--- config.mk ---
export PLATFORM = sky130hd
export DESIGN_NAME = judge_frame_ctrl
export DESIGN_NICKNAME = d
export VERILOG_FILES = /design/src/rtl/judge_frame_ctrl.sv
export SDC_FILE = /design/constraint.sdc
export NUM_CORES = 1
export LEC_CHECK = 0
export BUFFER_PORTS_ARGS = -buffer_cell sky130_fd_sc_hd__buf_4
export CAP_MARGIN = 0
export CORE_MARGIN = 2
export CORE_UTILIZATION = 25
export CTS_BUF_LIST = sky130_fd_sc_hd__clkbuf_4 sky130_fd_sc_hd__clkbuf_8 sky130_fd_sc_hd__clkbuf_16
export DETAILED_ROUTE_END_ITERATION = 8
export PLACE_DENSITY = 0.4
export SLEW_MARGIN = 0
export SYNTH_ARGS = -nofsm -noshare
export SYNTH_HDL_FRONTEND = slang
export SYNTH_SLANG_ARGS = --single-unit
--- constraint.sdc ---
create_clock -name pixelclk -period 3.97 [get_ports pixelclk]
set_input_delay 0.397 -clock pixelclk [delete_from_list [all_inputs] [get_ports pixelclk]]
set_output_delay 0.397 -clock pixelclk [all_outputs]
set_load 0.05 [all_outputs]
--- src/rtl/judge_frame_ctrl.sv ---
// judge_frame_ctrl: alternates a MEASURE frame with VOTE_N JUDGE frames,
// latches the validated fruit box as ROI and majority-votes the sort codes.
module judge_frame_ctrl #(
    parameter int H_ACT    = 800,
    parameter int V_ACT    = 600,
    parameter int MIN_W    = 16,
    parameter int MIN_H    = 16,
    parameter int VOTE_N   = 4,
    parameter int VOTE_MIN = 3
) (
    input  logic        pixelclk,
    input  logic        reset,
    input  logic        i_vsync,
    input  logic        start,
    input  logic        stop,
    input  logic        auto_mode,
    input  logic [11:0] meas_hcount_l,
    input  logic [11:0] meas_hcount_r,
    input  logic [11:0] meas_vcount_l,
    input  logic [11:0] meas_vcount_r,
    input  logic [3:0]  i_sort,
    output logic        o_en,
    output logic [11:0] roi_hcount_l,
    output logic [11:0] roi_hcount_r,
    output logic [11:0] roi_vcount_l,
    output logic [11:0] roi_vcount_r,
    output logic [3:0]  o_sort,
    output logic        o_sort_valid,
    output logic        roi_fail,
    output logic        o_busy
);
    typedef enum logic [2:0] {IDLE, MEASURE, LATCH, JUDGE, VOTE} state_t;

    localparam logic [11:0] H_LAST = 12'(H_ACT - 1);
    localparam logic [11:0] V_LAST = 12'(V_ACT - 1);

    state_t      state_q, state_d;
    logic        vsync_q, fe;
    logic        pend_q, pend_d;
    logic        en_q, en_d;
    logic [11:0] hl_q, hl_d, hr_q, hr_d, vl_q, vl_d, vr_q, vr_d;
    logic [3:0]  sort_q, sort_d;
    logic        sort_valid_q, sort_valid_d;
    logic        fail_q, fail_d;
    logic [2:0]  hist_q [16];
    logic [2:0]  hist_d [16];
    logic [2:0]  frm_q, frm_d;
    logic [4:0]  vcnt_q, vcnt_d;
    logic [2:0]  max_q, max_d;
    logic [3:0]  idx_q, idx_d;
    logic [11:0] meas_w, meas_h;
    logic        meas_ok;

    assign fe      = i_vsync & ~vsync_q;
    assign meas_w  = meas_hcount_r - meas_hcount_l + 12'd1;
    assign meas_h  = meas_vcount_r - meas_vcount_l + 12'd1;
    assign meas_ok = (meas_hcount_l < meas_hcount_r) && (meas_w >= 12'(MIN_W)) &&
                     (meas_vcount_l < meas_vcount_r) && (meas_h >= 12'(MIN_H));

    always_comb begin
        state_d      = state_q;
        pend_d       = pend_q;
        en_d         = en_q;
        hl_d         = hl_q;
        hr_d         = hr_q;
        vl_d         = vl_q;
        vr_d         = vr_q;
        sort_d       = sort_q;
        sort_valid_d = 1'b0;
        fail_d       = 1'b0;
        hist_d       = hist_q;
        frm_d        = frm_q;
        vcnt_d       = vcnt_q;
        max_d        = max_q;
        idx_d        = idx_q;
        if (stop) begin
            state_d = IDLE;
            en_d    = 1'b0;
            pend_d  = 1'b0;
        end else begin
            case (state_q)
                IDLE: begin
                    if (fe && (pend_q || start)) begin
                        state_d = MEASURE;
                        en_d    = 1'b1;
                        pend_d  = 1'b0;
                    end else if (start) begin
                        pend_d = 1'b1;
                    end
                end
                MEASURE: begin
                    if (fe) begin
                        state_d = LATCH;
                        en_d    = 1'b0;
                    end
                end
                LATCH: begin
                    if (meas_ok) begin
                        hl_d    = meas_hcount_l;
                        hr_d    = meas_hcount_r;
                        vl_d    = meas_vcount_l;
                        vr_d    = meas_vcount_r;
                        hist_d  = '{default: 3'd0};
                        frm_d   = 3'd0;
                        state_d = JUDGE;
                    end else begin
                        // the frame that just started becomes the new measurement frame
                        fail_d  = 1'b1;
                        hl_d    = 12'd0;
                        hr_d    = H_LAST;
                        vl_d    = 12'd0;
                        vr_d    = V_LAST;
                        en_d    = 1'b1;
                        state_d = MEASURE;
                    end
                end
                JUDGE: begin
                    if (fe) begin
                        hist_d[i_sort] = (hist_q[i_sort] == 3'd7) ? 3'd7 : hist_q[i_sort] + 3'd1;
                        frm_d          = frm_q + 3'd1;
                        if (frm_q == 3'(VOTE_N - 1)) begin
                            state_d = VOTE;
                            vcnt_d  = 5'd0;
                            max_d   = 3'd0;
                            idx_d   = 4'd0;
                        end
                    end
                end
                VOTE: begin
                    if (vcnt_q == 5'd16) begin
                        sort_d       = (max_q >= 3'(VOTE_MIN)) ? idx_q : 4'd0;
                        sort_valid_d = 1'b1;
                        en_d         = auto_mode;
                        state_d      = auto_mode ? MEASURE : IDLE;
                    end else begin
                        vcnt_d = vcnt_q + 5'd1;
                        // strict greater-than keeps the lowest index on ties; slot 0 is skipped
                        if (vcnt_q != 5'd0 && hist_q[vcnt_q[3:0]] > max_q) begin
                            max_d = hist_q[vcnt_q[3:0]];
                            idx_d = vcnt_q[3:0];
                        end
                    end
                end
                default: state_d = IDLE;
            endcase
        end
    end

    always_ff @(posedge pixelclk) begin
        if (reset) begin
            state_q      <= IDLE;
            vsync_q      <= 1'b0;
            pend_q       <= 1'b0;
            en_q         <= 1'b0;
            hl_q         <= 12'd0;
            hr_q         <= H_LAST;
            vl_q         <= 12'd0;
            vr_q         <= V_LAST;
            sort_q       <= 4'd0;
            sort_valid_q <= 1'b0;
            fail_q       <= 1'b0;
            hist_q       <= '{default: 3'd0};
            frm_q        <= 3'd0;
            vcnt_q       <= 5'd0;
            max_q        <= 3'd0;
            idx_q        <= 4'd0;
        end else begin
            state_q      <= state_d;
            vsync_q      <= i_vsync;
            pend_q       <= pend_d;
            en_q         <= en_d;
            hl_q         <= hl_d;
            hr_q         <= hr_d;
            vl_q         <= vl_d;
            vr_q         <= vr_d;
            sort_q       <= sort_d;
            sort_valid_q <= sort_valid_d;
            fail_q       <= fail_d;
            hist_q       <= hist_d;
            frm_q        <= frm_d;
            vcnt_q       <= vcnt_d;
            max_q        <= max_d;
            idx_q        <= idx_d;
        end
    end

    assign o_en         = en_q;
    assign roi_hcount_l = hl_q;
    assign roi_hcount_r = hr_q;
    assign roi_vcount_l = vl_q;
    assign roi_vcount_r = vr_q;
    assign o_sort       = sort_q;
    assign o_sort_valid = sort_valid_q;
    assign roi_fail     = fail_q;
    assign o_busy       = (state_q != IDLE);
endmodule

==> metrics.md <==
| Metric | Value |
|---|---|
| Sequential-to-total area share from yosys stat | 0.321 |
| Fraction of layout cells with a size suffix above 1 | 0.220 |
| Number of synthesis warnings | 0 |
| Net count after synthesis | 974 |
| Logic depth of the worst register-to-register path | 11 |
| Req. time, crit path | 4.33 ns |
| Placement row count | 64 |
| Slew at the pin closest to its max-slew limit | 1.08 ns |
| Post-DR wirelength/cell | 17.9 um |
| Post-synthesis to final-layout area growth | 24.2% |
| Min-delay src | meas_vcount_l[0] |
| Largest clock skew in the final design | 0.0162 ns |
| Post-CTS setup buffer count | 0 |
| Final Hold Vio Count | 0 |
| Routed Wire Length | 24.0 mm |
| Number of clock sinks | 123 |
| Leak | 3.84 nW |
| Sum of overflow across all layers after global routing | 0 |
| Critical R2R Launch | vcnt_q[1] |
| Die Span X | 179 um |
| Critical path cell sequence | buf_4 -> inv_1 -> ha_1 -> inv_1 -> ha_1 -> inv_1 -> fa_1 -> and2b_1 -> nor2_1 -> o311a_1 -> mux2i_1 -> a22oi_1 -> a211o_1 -> o311ai_4 -> buf_4 -> nor2_4 -> buf_12 -> o21ai_1 |
| Synthesized area per cell | 9.13 sq um |
| Cells resized by post-CTS repair | 0 |
| CP Max Fanout | 48 |
| Count of pins over their slew limit | 0 |
| Critical path endpoint category | flip-flop |
| Hold worst-path end | roi_vcount_l[0] |
| Cell Pwr Density | 339 nW/um^2 |
| Most instantiated cells after synthesis | sky130_fd_sc_hd__dfxtp_1, sky130_fd_sc_hd__ha_1, sky130_fd_sc_hd__inv_1 |
| Maximum number of pins on one net before global-route repair | 83 |
| Cells after Synth | 841 |
| Worst setup SP type | input pin |
| Top-level port count | 114 |
| First-pass GRT wire length | 38.6 mm |
| Final RePlAce weighted congestion | 0.742 |
| Post-synth top area cell | sky130_fd_sc_hd__dfxtp_1 |
| Worst hold path class | in2reg |
| Total negative slack for setup checks | 0 ns |
| Buffer and inverter count on the worst path | 6 |
| Detailed placer's ending HPWL | 17.2 mm |
| Clock transition time at the flip-flop clock pins of the worst setup and hold paths | 0.07 ns |
| Largest cells by area after synthesis | sky130_fd_sc_hd__dfxtp_1, sky130_fd_sc_hd__ha_1, sky130_fd_sc_hd__mux4_2 |
| Worst reg2reg setup slack | 0.68 ns |
| Buffer depth of the longest clock path | 2 |
| Area share of the leading cell type in the synthesized netlist | 0.321 |
| Number of global-route vias before repair | 6706 |
| Worst slew margin | 0.280 |
| Arrival time at the worst endpoint | 3.78 ns |
| Area of the die | 32100 sq um |
| Top achievable clock speed | 0.293 GHz |
| Slowest CP cell | sky130_fd_sc_hd__o311a_1 |
| Ys async rst share | 0 |
| Insertion delay to the later sink of the worst-skew pair | 0.44 ns |
| H-tree depth | 4 |
| Count of endpoints failing setup in the final report | 0 |
| CORE AREA | 30400 sq um |
| IO Port Bufs | 113 |
| Peak per-stage delay on the critical path | 0.43 ns |
| Number of enable flip-flop cells after synthesis | 0 |
| Max Cap Viol | 0 |
| All-Layer GR Usage | 0.155 |
| Crit-path most repeated cell | sky130_fd_sc_hd__inv_1 |
| Buffer type at the clock tree root | sky130_fd_sc_hd__clkbuf_16 |
| Reg2Reg Capture Point | max_q[1] |
| Pre-antenna DRT Iters | 4 |
| Final hold slack | 0.178 ns |
| Leading register cell type out of synthesis | sky130_fd_sc_hd__dfxtp_1 |
| TritonCTS clock tree | done |
| Count of antenna-violating nets left after detailed routing | 0 |
| Via total after detailed routing | 6697 |
| Result of the run | completed |
| Height of the die | 179 um |
| Final-stage net count | 1062 |
| Initial Util | 0.252 |
| Cell with the most instances after synthesis | sky130_fd_sc_hd__dfxtp_1 |
| Number of inserted diodes | 0 |
| Kind of cell adding the most delay to the critical path | compound AO/OA/AOI/OAI gates |
| Count of routing violations after the opening detailed-route iteration | 368 |
| TritonCTS Buffers | 17 |
| Detailed-route DRC error count | 0 |
| Number of distinct standard cells referenced by the synthesized netlist | 64 |
| Total of hold buffers inserted after clock tree synthesis | 0 |
| Count of state elements after synthesis | 123 |
| Min Clock Period, post-route | 3.42 ns |
| Detail-routed via count per cell | 5.01 |
| Synthesized area | 7680 sq um |
| Peak supply drop | 260 uV |
| Hold Crit Depth | 2 |
| RSZ-0062 raised after global routing | false |
| Type of the worst setup path | in2reg |
| Antenna violations before repair | 0 |
| Ratio of final minimum period to clock period | 0.861 |
-- per-layer routing --
layer  share of wire  wire length [um]  global-route usage
met3           0.036               854              0.0271
met4           0.015               362              0.0447
met5               0                 0                   0
met1            0.49             11800               0.215
met2            0.46             10900               0.246
-- power breakdown --
group / switching [mW] / internal [mW]
combinational: 0.249 / 0.186
sequential: 0.00245 / 1.24
clock: 0.681 / 0.884
total: 0.933 / 2.31
-- placed cells by master, fill, tap and decap left out, types with 4 or more instances in the layout --
cell	Yosys	final
sky130_fd_sc_hd__clkbuf_16	0	17
sky130_fd_sc_hd__a21o_1	5	5
sky130_fd_sc_hd__nand2b_1	8	8
sky130_fd_sc_hd__a21oi_2	10	10
sky130_fd_sc_hd__o21ai_1	49	49
sky130_fd_sc_hd__dfxtp_1	123	123
sky130_fd_sc_hd__a22o_1	36	36
sky130_fd_sc_hd__inv_6	0	6
sky130_fd_sc_hd__buf_4	1	122
sky130_fd_sc_hd__and2_1	4	4
sky130_fd_sc_hd__nor3_1	15	15
sky130_fd_sc_hd__nor2b_1	12	12
sky130_fd_sc_hd__nand2_1	26	26
sky130_fd_sc_hd__a22oi_1	56	56
sky130_fd_sc_hd__buf_12	0	4
sky130_fd_sc_hd__a211oi_1	4	4
sky130_fd_sc_hd__inv_1	61	61
sky130_fd_sc_hd__o21ai_0	18	18
sky130_fd_sc_hd__a21oi_1	41	40
sky130_fd_sc_hd__o21a_1	8	8
sky130_fd_sc_hd__nor2_1	56	55
sky130_fd_sc_hd__mux4_2	30	30
sky130_fd_sc_hd__and3_1	4	4
sky130_fd_sc_hd__xnor2_1	10	10
sky130_fd_sc_hd__ha_1	73	73
sky130_fd_sc_hd__nand3_1	12	12
sky130_fd_sc_hd__nand3b_1	52	52
sky130_fd_sc_hd__or3_1	7	7
sky130_fd_sc_hd__nand4_1	4	4
sky130_fd_sc_hd__clkinv_4	0	4
sky130_fd_sc_hd__a31oi_1	11	11
sky130_fd_sc_hd__o211ai_1	4	4
-- flip-flops by register name, summed over array words and instances, names as in the netlist --
register and cells:
hist_q 48, roi_hcount_l 12, roi_hcount_r 12, roi_vcount_l 12, roi_vcount_r 12, vcnt_q 5, idx_q 4, o_sort 4
frm_q 3, max_q 3, state_q 3, o_en 1, o_sort_valid 1, pend_q 1, roi_fail 1, vsync_q 1
-- stage by stage --
stage	util	instances	worst slack, ns	total power, mW	instance area (sq um)
detailed placement	0.295	1306	0.0935	1.70	8960
finish	0.314	1338	0.553	3.24	9540
CTS	0.314	1338	0.538	3.29	9540
floorplan	-	841	0.345	1.55	7680
global placement	0.295	1306	0.151	1.71	8960
global route	0.314	1338	0.328	3.39	9540
-- cell families (layout without fill, tap and decap cells) --
logic type / after synthesis / in the layout / share of synthesized area
adders and majority gates: 75 / 75 / 0.124
xor gates and xnor gates: 12 / 12 / 0.0137
buffers and inverters: 119 / 220 / 0.0609
DFF: 123 / 123 / 0.321
and+or+nand+nor: 211 / 211 / 0.151
muxes: 31 / 31 / 0.0893
AOI/OAI and AO/OA: 270 / 270 / 0.241
-- layout make-up --
type / count / area [sq um]
Inverter: 62 / 233
Clock buffer: 17 / 425
Multi-Input combinational cell: 599 / 4780
Sequential cell: 123 / 2460
Clock inverter: 15 / 153
Tap cell: 396 / 495
Timing Repair Buffer: 126 / 996
Fill cell: 3248 / 20900
-- worst max-delay path by stage --
stage                     start         endpoint  slack (ns)  cells past startpoint
2_1_floorplan         vcnt_q[0]         idx_q[0]        0.34                     13
3_3_place_gp   meas_hcount_r[1]  roi_vcount_l[8]        0.15                     17
3_5_place_dp   meas_hcount_r[1]  roi_vcount_l[5]        0.09                     17
4_1_cts        meas_hcount_r[1]       hist_q[14]        0.54                     18
5_1_grt        meas_hcount_r[1]        hist_q[4]        0.33                     18
6_report       meas_hcount_r[1]       hist_q[44]        0.55                     18
(Power assumes the default switching activity.)
